`config.mk`:
```
export PLATFORM = sky130hd
export DESIGN_NAME = rat_flag_int_unit
export DESIGN_NICKNAME = d
export VERILOG_FILES = /design/src/rtl/rat_pkg.sv /design/src/rtl/sync_edge_det.sv /design/src/rtl/rat_flag_int_unit.sv
export SDC_FILE = /design/constraint.sdc
export NUM_CORES = 1
export LEC_CHECK = 0
export CORE_AREA = 2 2 39 41
export CTS_BUF_LIST = sky130_fd_sc_hd__clkbuf_2
export CTS_CLUSTER_DIAMETER = 120
export DETAILED_ROUTE_END_ITERATION = 16
export DIE_AREA = 0 0 41 43
export PLACE_DENSITY = 0.8
export SLEW_MARGIN = 15
export SYNTH_ARGS = -nofsm -noshare
export SYNTH_HDL_FRONTEND = slang
export SYNTH_HIERARCHICAL = 1
export SYNTH_SLANG_ARGS = --single-unit
```
`constraint.sdc`:
```
create_clock -name CLK -period 1.05 [get_ports CLK]
set_input_delay 0.21 -clock CLK [delete_from_list [all_inputs] [get_ports CLK]]
set_output_delay 0.21 -clock CLK [all_outputs]
set_load 0.01 [all_outputs]
```
`src/rtl/rat_pkg.sv`:
```
// Shared types for the flag/interrupt unit: interrupt FSM encoding and flag-bit indices.
// Latency: n/a (types and constants only).
// Backpressure: n/a.
package rat_pkg;

    typedef enum logic [1:0] {
        RUN  = 2'd0,
        PEND = 2'd1,
        ISR  = 2'd2
    } fsm_int_t;

    localparam int C_IDX = 0;
    localparam int Z_IDX = 1;

endpackage

```
`src/rtl/sync_edge_det.sv`:
```
// Synchronises an asynchronous request through SYNC_STAGES flops, then rising-edge detects it.
// Latency: SYNC_STAGES edges from din to the synced value; pulse is combinational from the flops.
// Backpressure: none; pulse is a one-cycle strobe (EDGE_TRIG=1) or the synced level (EDGE_TRIG=0).
module sync_edge_det #(
    parameter int SYNC_STAGES = 2,
    parameter bit EDGE_TRIG   = 1'b1
) (
    input  logic clk,
    input  logic rst_n,
    input  logic din,
    output logic pulse
);

    logic [SYNC_STAGES-1:0] sync_q;

    always_ff @(posedge clk or negedge rst_n) begin
        if (!rst_n) begin
            sync_q <= '0;
        end else begin
            sync_q <= {sync_q[SYNC_STAGES-2:0], din};
        end
    end

    generate
        if (EDGE_TRIG) begin : g_edge
            logic prev_q;

            always_ff @(posedge clk or negedge rst_n) begin
                if (!rst_n) begin
                    prev_q <= 1'b0;
                end else begin
                    prev_q <= sync_q[SYNC_STAGES-1];
                end
            end

            assign pulse = sync_q[SYNC_STAGES-1] & ~prev_q;
        end else begin : g_level
            assign pulse = sync_q[SYNC_STAGES-1];
        end
    endgenerate

endmodule

```
`src/rtl/rat_flag_int_unit.sv`:
```
// Architectural C/Z/I flags, single-level C/Z shadow, and the RUN/PEND/ISR interrupt handshake FSM.
// Latency: flag commands visible one cycle later; INTR_IN edge to INT_PEND is SYNC_STAGES+2 edges.
// Backpressure: INT_PEND holds until INT_ACK; requests arriving outside RUN wait in pend.
module rat_flag_int_unit
    import rat_pkg::*;
#(
    parameter int SYNC_STAGES = 2,
    parameter bit EDGE_TRIG   = 1'b1
) (
    input  logic CLK,
    input  logic RST_N,
    input  logic ALU_C,
    input  logic ALU_Z,
    input  logic FLG_C_LD,
    input  logic FLG_Z_LD,
    input  logic FLG_C_SET,
    input  logic FLG_C_CLR,
    input  logic I_SET,
    input  logic I_CLR,
    input  logic RETI,
    input  logic RETI_EN,
    input  logic INTR_IN,
    input  logic INT_ACK,
    output logic C_FLAG,
    output logic Z_FLAG,
    output logic I_FLAG,
    output logic INT_PEND,
    output logic IN_ISR
);

    fsm_int_t   state_q;
    fsm_int_t   state_nxt;
    logic [1:0] flags_q;
    logic [1:0] flags_nxt;
    logic [1:0] shad_q;
    logic       i_q;
    logic       i_nxt;
    logic       pend_q;
    logic       pend_nxt;
    logic       pend_set;
    logic       ack;

    sync_edge_det #(
        .SYNC_STAGES (SYNC_STAGES),
        .EDGE_TRIG   (EDGE_TRIG)
    ) u_sync (
        .clk   (CLK),
        .rst_n (RST_N),
        .din   (INTR_IN),
        .pulse (pend_set)
    );

    // An acknowledge only counts while a request is actually being offered.
    assign ack = INT_ACK && (state_q == PEND);

    always_comb begin
        flags_nxt = flags_q;
        if (ack) begin
            flags_nxt = flags_q;
        end else if (RETI) begin
            flags_nxt = shad_q;
        end else begin
            if (FLG_C_CLR) begin
                flags_nxt[C_IDX] = 1'b0;
            end else if (FLG_C_SET) begin
                flags_nxt[C_IDX] = 1'b1;
            end else if (FLG_C_LD) begin
                flags_nxt[C_IDX] = ALU_C;
            end
            if (FLG_Z_LD) begin
                flags_nxt[Z_IDX] = ALU_Z;
            end
        end
    end

    always_comb begin
        i_nxt = i_q;
        if (ack) begin
            i_nxt = 1'b0;
        end else if (RETI) begin
            i_nxt = RETI_EN;
        end else if (I_CLR) begin
            i_nxt = 1'b0;
        end else if (I_SET) begin
            i_nxt = 1'b1;
        end
    end

    // A new request coinciding with the ack wins, so it is not lost.
    always_comb begin
        pend_nxt = pend_q;
        if (pend_set) begin
            pend_nxt = 1'b1;
        end else if (ack) begin
            pend_nxt = 1'b0;
        end
    end

    always_comb begin
        state_nxt = state_q;
        unique case (state_q)
            RUN: begin
                if (pend_q && i_q) begin
                    state_nxt = PEND;
                end
            end
            PEND: begin
                // Withdraw the request in the same cycle a CLI lands; pend is kept.
                if (ack) begin
                    state_nxt = ISR;
                end else if (!i_nxt) begin
                    state_nxt = RUN;
                end
            end
            ISR: begin
                if (RETI) begin
                    state_nxt = RUN;
                end
            end
            default: state_nxt = RUN;
        endcase
    end

    always_ff @(posedge CLK or negedge RST_N) begin
        if (!RST_N) begin
            state_q <= RUN;
            flags_q <= '0;
            shad_q  <= '0;
            i_q     <= 1'b0;
            pend_q  <= 1'b0;
        end else begin
            state_q <= state_nxt;
            flags_q <= flags_nxt;
            i_q     <= i_nxt;
            pend_q  <= pend_nxt;
            if (ack) begin
                shad_q <= flags_q;
            end
        end
    end

    assign C_FLAG   = flags_q[C_IDX];
    assign Z_FLAG   = flags_q[Z_IDX];
    assign I_FLAG   = i_q;
    assign INT_PEND = (state_q == PEND);
    assign IN_ISR   = (state_q == ISR);

endmodule
```
==> qor.json, run 1 <==
{
  "detailed_routing": {
    "drt-wirelength-per-cell_microns": 14.28,
    "routed_via_density": 4.844,
    "drt_pre_antenna_iters": 2,
    "drtAntennaViolNets": 0,
    "detail_route.wirelength_mm": 1.371,
    "drt_iter0_drc": 4,
    "drt_drc_violations_left": 0,
    "vias": 465
  },
  "yosys": {
    "ys_seq_elements": 11,
    "post_synth.cell_area_avg_sq_um": 11.23,
    "synth_edf_count": 0,
    "synth_sequential_area_ratio_pct": 55.70,
    "synth_area_sq_um": 494.2,
    "synth.largest_area_cell": "dfrtp_1",
    "synthDominantCellAreaShare_pct": 55.70,
    "yosys-top-cells-area": "dfrtp_1 (56%), nand2_1 (6.1%), a41oi_2 (3.3%), o21ai_0 (3.0%), a2111oi_2 (3.0%)",
    "postSynth.topFlopCell": "dfrtp_1",
    "synth.most_common_cell": "dfrtp_1",
    "netlist-cell-type-count": 21,
    "postSynthCellCount": 44,
    "async_flop_share_pct": 100.0,
    "syn_nets": 58,
    "synthesis.yosys.warnings": 6,
    "post_synth_most_frequent_cells": "dfrtp_1 (11), nand2_1 (8), nor2_1 (3), o21ai_0 (3)"
  },
  "critical_path": {
    "path_class": "flip-flop to flip-flop",
    "regToRegStartpoint": "state_q[0]",
    "critPathArrivalTime_ns": 1.40,
    "path_max_fanout": 5,
    "reg2reg_setup_slack_ns": -0.22,
    "critical_path.endpoint_type": "flip-flop",
    "crit_required_ns": 1.18,
    "worst_r2r_path_depth": 5,
    "slowest_stage": "dfrtp_1",
    "critical-path-max-stage-delay_ns": 0.40,
    "cp_startpoint_kind": "flip-flop",
    "cp_cell_sequence": "buf_6, buf_4, and3b_2, o21ai_2, nand3_2",
    "timing.critical_path.from": "state_q[0]",
    "rr_endpoint": "flags_q[1]"
  },
  "placement": {
    "port-buffer-count": 18,
    "dp.cells": 89,
    "place.detailed.hpwl_microns": 866.9,
    "finalWeightedCongestion": 0.6623
  },
  "clock_network": {
    "cts-root-to-sink-buffers": 2,
    "clk_transition_reported_paths_ns": 0.11,
    "tritoncts": "yes",
    "worstSkewPairLatency_ns": 0.25,
    "hold_buf_count_cts": 0,
    "clockRootBuffer": "clkbuf_2",
    "cts.htree.levels": 1,
    "tritoncts.num_buffers": 3,
    "cts_num_sinks": 11
  },
  "die": {
    "die_height_microns": 43,
    "chipWidth_microns": 41,
    "rows": 14,
    "pin_count": 19,
    "core_sq_um": 1384,
    "initial_utilization_pct": 35.71,
    "floorplan.die_area_sq_um": 1763
  },
  "sta": {
    "finalWorstSetupSlack_ns": -0.2156,
    "unrepaired_setup_endpoints_after_global_routing": "yes",
    "worstMarginPinSlew_ns": 0.2569,
    "fin_skew_ns": 0.005691,
    "fin_worst_hold_slack_ns": 0.2419,
    "final_min_period_over_clock_period_pct": 120.5,
    "timing.max_slew.rel_slack_pct": 82.87,
    "hold_viol": 0,
    "fmaxAchievable_mhz": 790.1,
    "maxSlewViolCount": 0,
    "setup_violation_total_in_the_final_timing_report": 10,
    "post-route-min-period_ns": 1.266
  },
  "power_and_ir_drop": {
    "p_total_uw": 1699,
    "power_report.internal_total_uw": 1129,
    "lkg_pwr_uw": 0.0004096,
    "power.density_nw_per_um2": 2000,
    "peakVddDrop_uv": 964.1,
    "p_sw_uw": 569.8,
    "clockPowerShare_pct": 14.2,
    "power_switching_share_pct": 33.54,
    "p_seq_share_pct": 36.6,
    "combPwrFrac_pct": 49.2
  },
  "cells_and_area": {
    "drive_gt1_share_pct": 45.00,
    "insertedDiodeCount": 0,
    "finalNonFillerCells": 96,
    "areaGrowthSynthToFinish_pct": 71.90,
    "finish.net_count": 95
  },
  "global_routing": {
    "grt_antenna_before_repair": 0,
    "grt_pass1_vias": 467,
    "grt_max_degree": 12,
    "grt_util_all_layers_pct": 16.72,
    "globalRouteOverflowTotal": 0,
    "grt_first_pass_wirelength_mm": 1.849
  },
  "hold_path": {
    "hold_path_class": "input pin to async pin"
  },
  "outcome": {
    "failed_checks": "negative setup slack",
    "run_status": "complete, but fails checks"
  },
  "job": {
    "number_of_maximum_capacitance_constraint_violations": 0
  }
}
[metrics by stage]
stage          setup TNS [ns]  worst slack (ns)  utilization (%)  area, sq um
2_1_floorplan        -0.03948          -0.02254                -        494.2
5_1_grt                -1.570           -0.2605            61.39        849.6
3_3_place_gp           -2.651           -0.4449            55.88        773.2
6_report               -1.073           -0.2156            61.39        849.6
4_1_cts                -1.073           -0.2198            59.40        822.0
3_5_place_dp           -2.917           -0.4683            55.88        773.2
[final cells by class]
type	instances	area [sq um]
fillers	109	534.3
repair buffers	33	292.8
multi-input cells	31	237.7
inverters	1	3.754
well taps	16	20.02
flip-flops and latches	11	275.3
clock buffers	4	20.02
[power by group through the flow]
stage / Combinational (uW) / Sequential (uW) / Clock [uW]
after global routing: 896 / 629 / 281
after global placement: 652 / 627 / 0
after CTS: 765 / 616 / 252
after floorplan: 244 / 658 / 0
after detailed placement: 667 / 634 / 0
final: 835 / 621 / 242
[layer usage]
metal	share of wire [%]	track usage, %
met1	41	14.53
met2	54	25.00
met3	3.5	6.806
met4	1.4	18.67
met5	0	0
[logic make-up after synthesis]
kind of cell	Yosys count	share of synthesized area (%)
AOI/OAI and AO/OA	10	16.71
DFF	11	55.70
buffers and inverters	2	3.037
and+or+nand+nor	21	24.56
[cell usage in the layout (no fill, tap or decap), types with 2 or more instances in the layout]
| cell type | count |
|---|---|
| nand2_1 | 8 |
| buf_4 | 10 |
| clkdlybuf4s50_1 | 8 |
| buf_2 | 3 |
| nor2_1 | 3 |
| clkbuf_2 | 4 |
| buf_6 | 7 |
| dfrtp_1 | 11 |
| a21oi_2 | 2 |
| dlygate4sd2_1 | 5 |
[critical path: cells and delay by family, from the launching register on]
family	cells	cell delay, ns
flops	1	0.40
compound gates	1	0.16
simple gates	2	0.33
buf+inv	2	0.27
[repair_timing]
item / in CTS / in global routing
pin swaps: 6 / 4
setup endpoints to repair: 11 / 11
gates resized for setup: 37 / 4
buffers inserted: 3 / 0
cloned: 0 / 0
[state kept, by name (all words and copies together) (netlist names)]
| name | flops |
|---|---|
| flags_q | 2 |
| I_FLAG | 1 |
| u_sync/g_edge.prev_q | 1 |
| pend_q | 1 |
| u_sync/sync_q | 2 |
| shad_q | 2 |
| state_q | 2 |
[how the worst max path moves through the flow]
stage | end | slack, ns | depth (start not counted)
after floorplan | state_q[0] | -0.02 | 3
after global placement | flags_q[0] | -0.44 | 4
after detailed placement | flags_q[0] | -0.47 | 4
after CTS | IN_ISR | -0.22 | 4
after global routing | IN_ISR | -0.26 | 4
final | flags_q[1] | -0.22 | 5
Note: power is estimated with default switching activity, not from simulation.
==> run 2: changes to the inputs <==
--- a/config.mk
+++ b/config.mk
@@ -16,3 +16,4 @@
 export SYNTH_HDL_FRONTEND = slang
 export SYNTH_HIERARCHICAL = 1
 export SYNTH_SLANG_ARGS = --single-unit
+export TNS_END_PERCENT = 10
==> run 2 against run 1 <==
  * The run still ends with negative setup slack left
  * Sequential power is essentially flat
  * Die area stayed put
  * Routed wire length decreased by 12%
  * Largest cell class unchanged
  * Sequential share of layout area up 0.93 points
==> qor.json, run 2 (same netlist as run 1, synthesis figures left out) <==
{
  "power_and_ir_drop": {
    "power.density": {"value": 1991, "unit": "nW/um^2", "change": "-0.45%"},
    "p_total": {"value": 1644, "unit": "uW", "change": "-3.2%"},
    "clockPowerShare": {"value": 14.7, "unit": "%", "change": "+0.5 points"},
    "p_seq_share": {"value": 37.6, "unit": "%", "change": "+1.0 points"},
    "power_switching_share": {"value": 32.82, "unit": "%", "change": "-0.71 points"},
    "peakVddDrop": {"value": 894.1, "unit": "uV", "change": "-7.3%"},
    "lkg_pwr": {"value": 0.0003919, "unit": "uW", "change": "-4.3%"},
    "combPwrFrac": {"value": 47.7, "unit": "%", "change": "-1.5 points"},
    "p_sw": {"value": 539.6, "unit": "uW", "change": "-5.3%"},
    "power_report.internal_total": {"value": 1104, "unit": "uW", "change": "-2.2%"}
  },
  "sta": {
    "timing.setup.tns": {"value": -1.237, "unit": "ns", "change": "-0.1648 ns"},
    "post-route-min-period": {"value": 1.257, "unit": "ns", "change": "-0.008160 ns"},
    "hold_viol": {"value": 0, "change": "unchanged"},
    "fin_skew": {"value": 0.007194, "unit": "ns", "change": "+0.001503 ns"},
    "fmaxAchievable": {"value": 795.3, "unit": "MHz", "change": "+0.65%"},
    "final_min_period_over_clock_period": {"value": 119.8, "unit": "%", "change": "-0.78 points"},
    "finalWorstSetupSlack": {"value": -0.2074, "unit": "ns", "change": "+0.008160 ns"},
    "worstMarginPinSlew": {"value": 0.2595, "unit": "ns", "change": "+0.002628 ns"},
    "maxSlewViolCount": {"value": 0, "change": "unchanged"},
    "timing.max_slew.rel_slack": {"value": 82.70, "unit": "%", "change": "-0.18 points"},
    "setup_violation_total_in_the_final_timing_report": {"value": 10, "change": "unchanged"},
    "unrepaired_setup_endpoints_after_global_routing": "yes"
  },
  "critical_path": {
    "critical-path-max-stage-delay": {"value": 0.41, "unit": "ns", "change": "about the same"},
    "cp_startpoint_kind": "flip-flop",
    "cp_cell_sequence": "buf_6, nand2b_4, inv_2, buf_6",
    "critical_path.endpoint_type": "primary output",
    "slowest_stage": "dfrtp_1",
    "path_max_fanout": {"value": 2, "change": "-3"},
    "critPathArrivalTime": {"value": 1.05, "unit": "ns", "change": "-0.35 ns"},
    "regToRegStartpoint": "state_q[0]",
    "reg2reg_setup_slack": {"value": -0.19, "unit": "ns", "change": "+0.03 ns"},
    "timing.critical_path.mode_cell": "buf_6",
    "worst_r2r_path_depth": {"value": 5, "change": "unchanged"},
    "rr_endpoint": "flags_q[1]",
    "crit_required": {"value": 0.84, "unit": "ns", "change": "-0.34 ns"},
    "path_class": "flip-flop to primary output"
  },
  "clock_network": {
    "tritoncts": "yes",
    "worstSkewPairLatency": {"value": 0.25, "unit": "ns", "change": "about the same"},
    "tritoncts.num_buffers": {"value": 3, "change": "unchanged"},
    "clk_transition_reported_paths": {"value": 0.11, "unit": "ns", "change": "about the same"},
    "cts-root-to-sink-buffers": {"value": 2, "change": "unchanged"},
    "cts_num_sinks": {"value": 11, "change": "unchanged"},
    "hold_buf_count_cts": {"value": 0, "change": "unchanged"},
    "cts.htree.levels": {"value": 1, "change": "unchanged"},
    "clockRootBuffer": "clkbuf_2"
  },
  "cells_and_area": {
    "drive_gt1_share": {"value": 39.24, "unit": "%", "change": "-5.8 points"},
    "finish.net_count": {"value": 94, "change": "-1.1%"},
    "areaGrowthSynthToFinish_pct": 67.09,
    "most_frequent_cells_in_the_layout": "clkdlybuf4s50_1 (12), dfrtp_1 (11), buf_4 (11)",
    "final_design_area_no_fill": {"value": 825.8, "unit": "sq um", "change": "-2.8%"},
    "layout_commonest_cell": "clkdlybuf4s50_1",
    "insertedDiodeCount": {"value": 0, "change": "unchanged"}
  },
  "global_routing": {
    "grt_pass1_vias": {"value": 438, "change": "-6.2%"},
    "grt_max_degree": {"value": 12, "change": "unchanged"},
    "grt_first_pass_wirelength": {"value": 1.738, "unit": "mm", "change": "-6.0%"},
    "grt_antenna_before_repair": {"value": 0, "change": "unchanged"},
    "globalRouteOverflowTotal": {"value": 0, "change": "unchanged"},
    "grt_util_all_layers": {"value": 15.70, "unit": "%", "change": "-1.0 points"}
  },
  "outcome": {
    "failed_checks": "negative setup slack",
    "run_status": "complete, but fails checks"
  },
  "detailed_routing": {
    "vias": {"value": 457, "change": "-1.7%"},
    "drt-wirelength-per-cell": {"value": 12.73, "unit": "microns", "change": "-11%"},
    "drt_drc_violations_left": {"value": 0, "change": "unchanged"},
    "drt_iter0_drc": {"value": 5, "change": "+1"},
    "routed_via_density": {"value": 4.811, "change": "-0.69%"},
    "detail_route.wirelength": {"value": 1.209, "unit": "mm", "change": "-12%"},
    "drtAntennaViolNets": {"value": 0, "change": "unchanged"},
    "drt_pre_antenna_iters": {"value": 4, "change": "+2"}
  },
  "job": {
    "number_of_maximum_capacitance_constraint_violations": {"value": 0, "change": "unchanged"}
  },
  "placement": {
    "finalWeightedCongestion": {"value": 0.6623, "change": "unchanged"},
    "place.detailed.hpwl": {"value": 866.9, "unit": "microns", "change": "unchanged"},
    "dpl-instance-area": {"value": 773.2, "unit": "sq um", "change": "unchanged"},
    "place_worst_setup_slack": {"value": -0.4683, "unit": "ns", "change": "unchanged"},
    "port-buffer-count": {"value": 18, "change": "unchanged"}
  },
  "die": {
    "rows": {"value": 14, "change": "unchanged"},
    "die_height": {"value": 43, "unit": "microns", "change": "unchanged"},
    "core": {"value": 1384, "unit": "sq um", "change": "unchanged"},
    "pin_count": {"value": 19, "change": "unchanged"},
    "chipWidth": {"value": 41, "unit": "microns", "change": "unchanged"},
    "floorplan.die_area": {"value": 1763, "unit": "sq um", "change": "unchanged"},
    "initial_utilization": {"value": 35.71, "unit": "%", "change": "unchanged"}
  },
  "hold_path": {
    "hold_path_class": "input pin to async pin"
  }
}
==> run 2: metal layers <==
layer / vias up / track usage, % / part of all wire [%]
li1: 228 / - / -
met1: 213 / 15.20 / 41
met2: 14 / 26.56 / 52
met3: 2 / 3.141 / 5.7
met4: 0 / 12.00 / 1.6
met5: - / 0 / 0
==> run 2: critical path: cells and delay by family, from the launching register on <==
| family | cells | cell delay [ns] |
|---|---|---|
| buffers and inverters | 3 | 0.26 |
| flip-flops | 1 | 0.41 |
| AND/OR/NAND/NOR | 1 | 0.13 |
==> run 2: power by group through the flow <==
stage | combinational (uW) | clock [uW] | sequential (uW)
after detailed placement | 667 | 0 | 634
after CTS | 776 | 252 | 616
after global routing | 849 | 273 | 631
final | 784 | 242 | 619
after global placement | 652 | 0 | 627
after floorplan | 244 | 0 | 658
==> run 2: how the worst max path moves through the flow <==
stage / start / endpoint / slack (ns) / depth (start not counted)
after global routing: state_q[0] / IN_ISR / -0.26 / 4
after CTS: state_q[0] / IN_ISR / -0.22 / 4
after global placement: FLG_C_SET / flags_q[0] / -0.44 / 4
after floorplan: I_FLAG / state_q[0] / -0.02 / 3
final: state_q[0] / IN_ISR / -0.21 / 4
after detailed placement: RETI / flags_q[0] / -0.47 / 4
==> run 2: area by class of cell <==
class	instances	area, sq um
Clock buffer	4	20.02
Timing Repair Buffer	32	282.8
Inverter	1	3.754
Fill cell	108	558.0
Tap cell	16	20.02
Sequential cell	11	275.3
Multi-Input combinational cell	31	224.0
==> run 2: timing repair <==
| action | 4_1_cts | 5_1_grt |
|---|---|---|
| gates resized for setup | 30 | 1 |
| endpoints found under the setup margin | 11 | 11 |
| pin swaps | 1 | 0 |
| setup buffers | 2 | 0 |
==> run 2: per-stage QoR <==
| stage | utilization (%) | hold slack (ns) | cells |
|---|---|---|---|
| final | 59.67 | 0.2401 | 95 |
| after CTS | 59.22 | 0.2362 | 95 |
| after floorplan | - | -0.08559 | 44 |
| after global routing | 59.67 | 0.2486 | 95 |
| after detailed placement | 55.88 | 0.3393 | 89 |
| after global placement | 55.88 | 0.3343 | 89 |
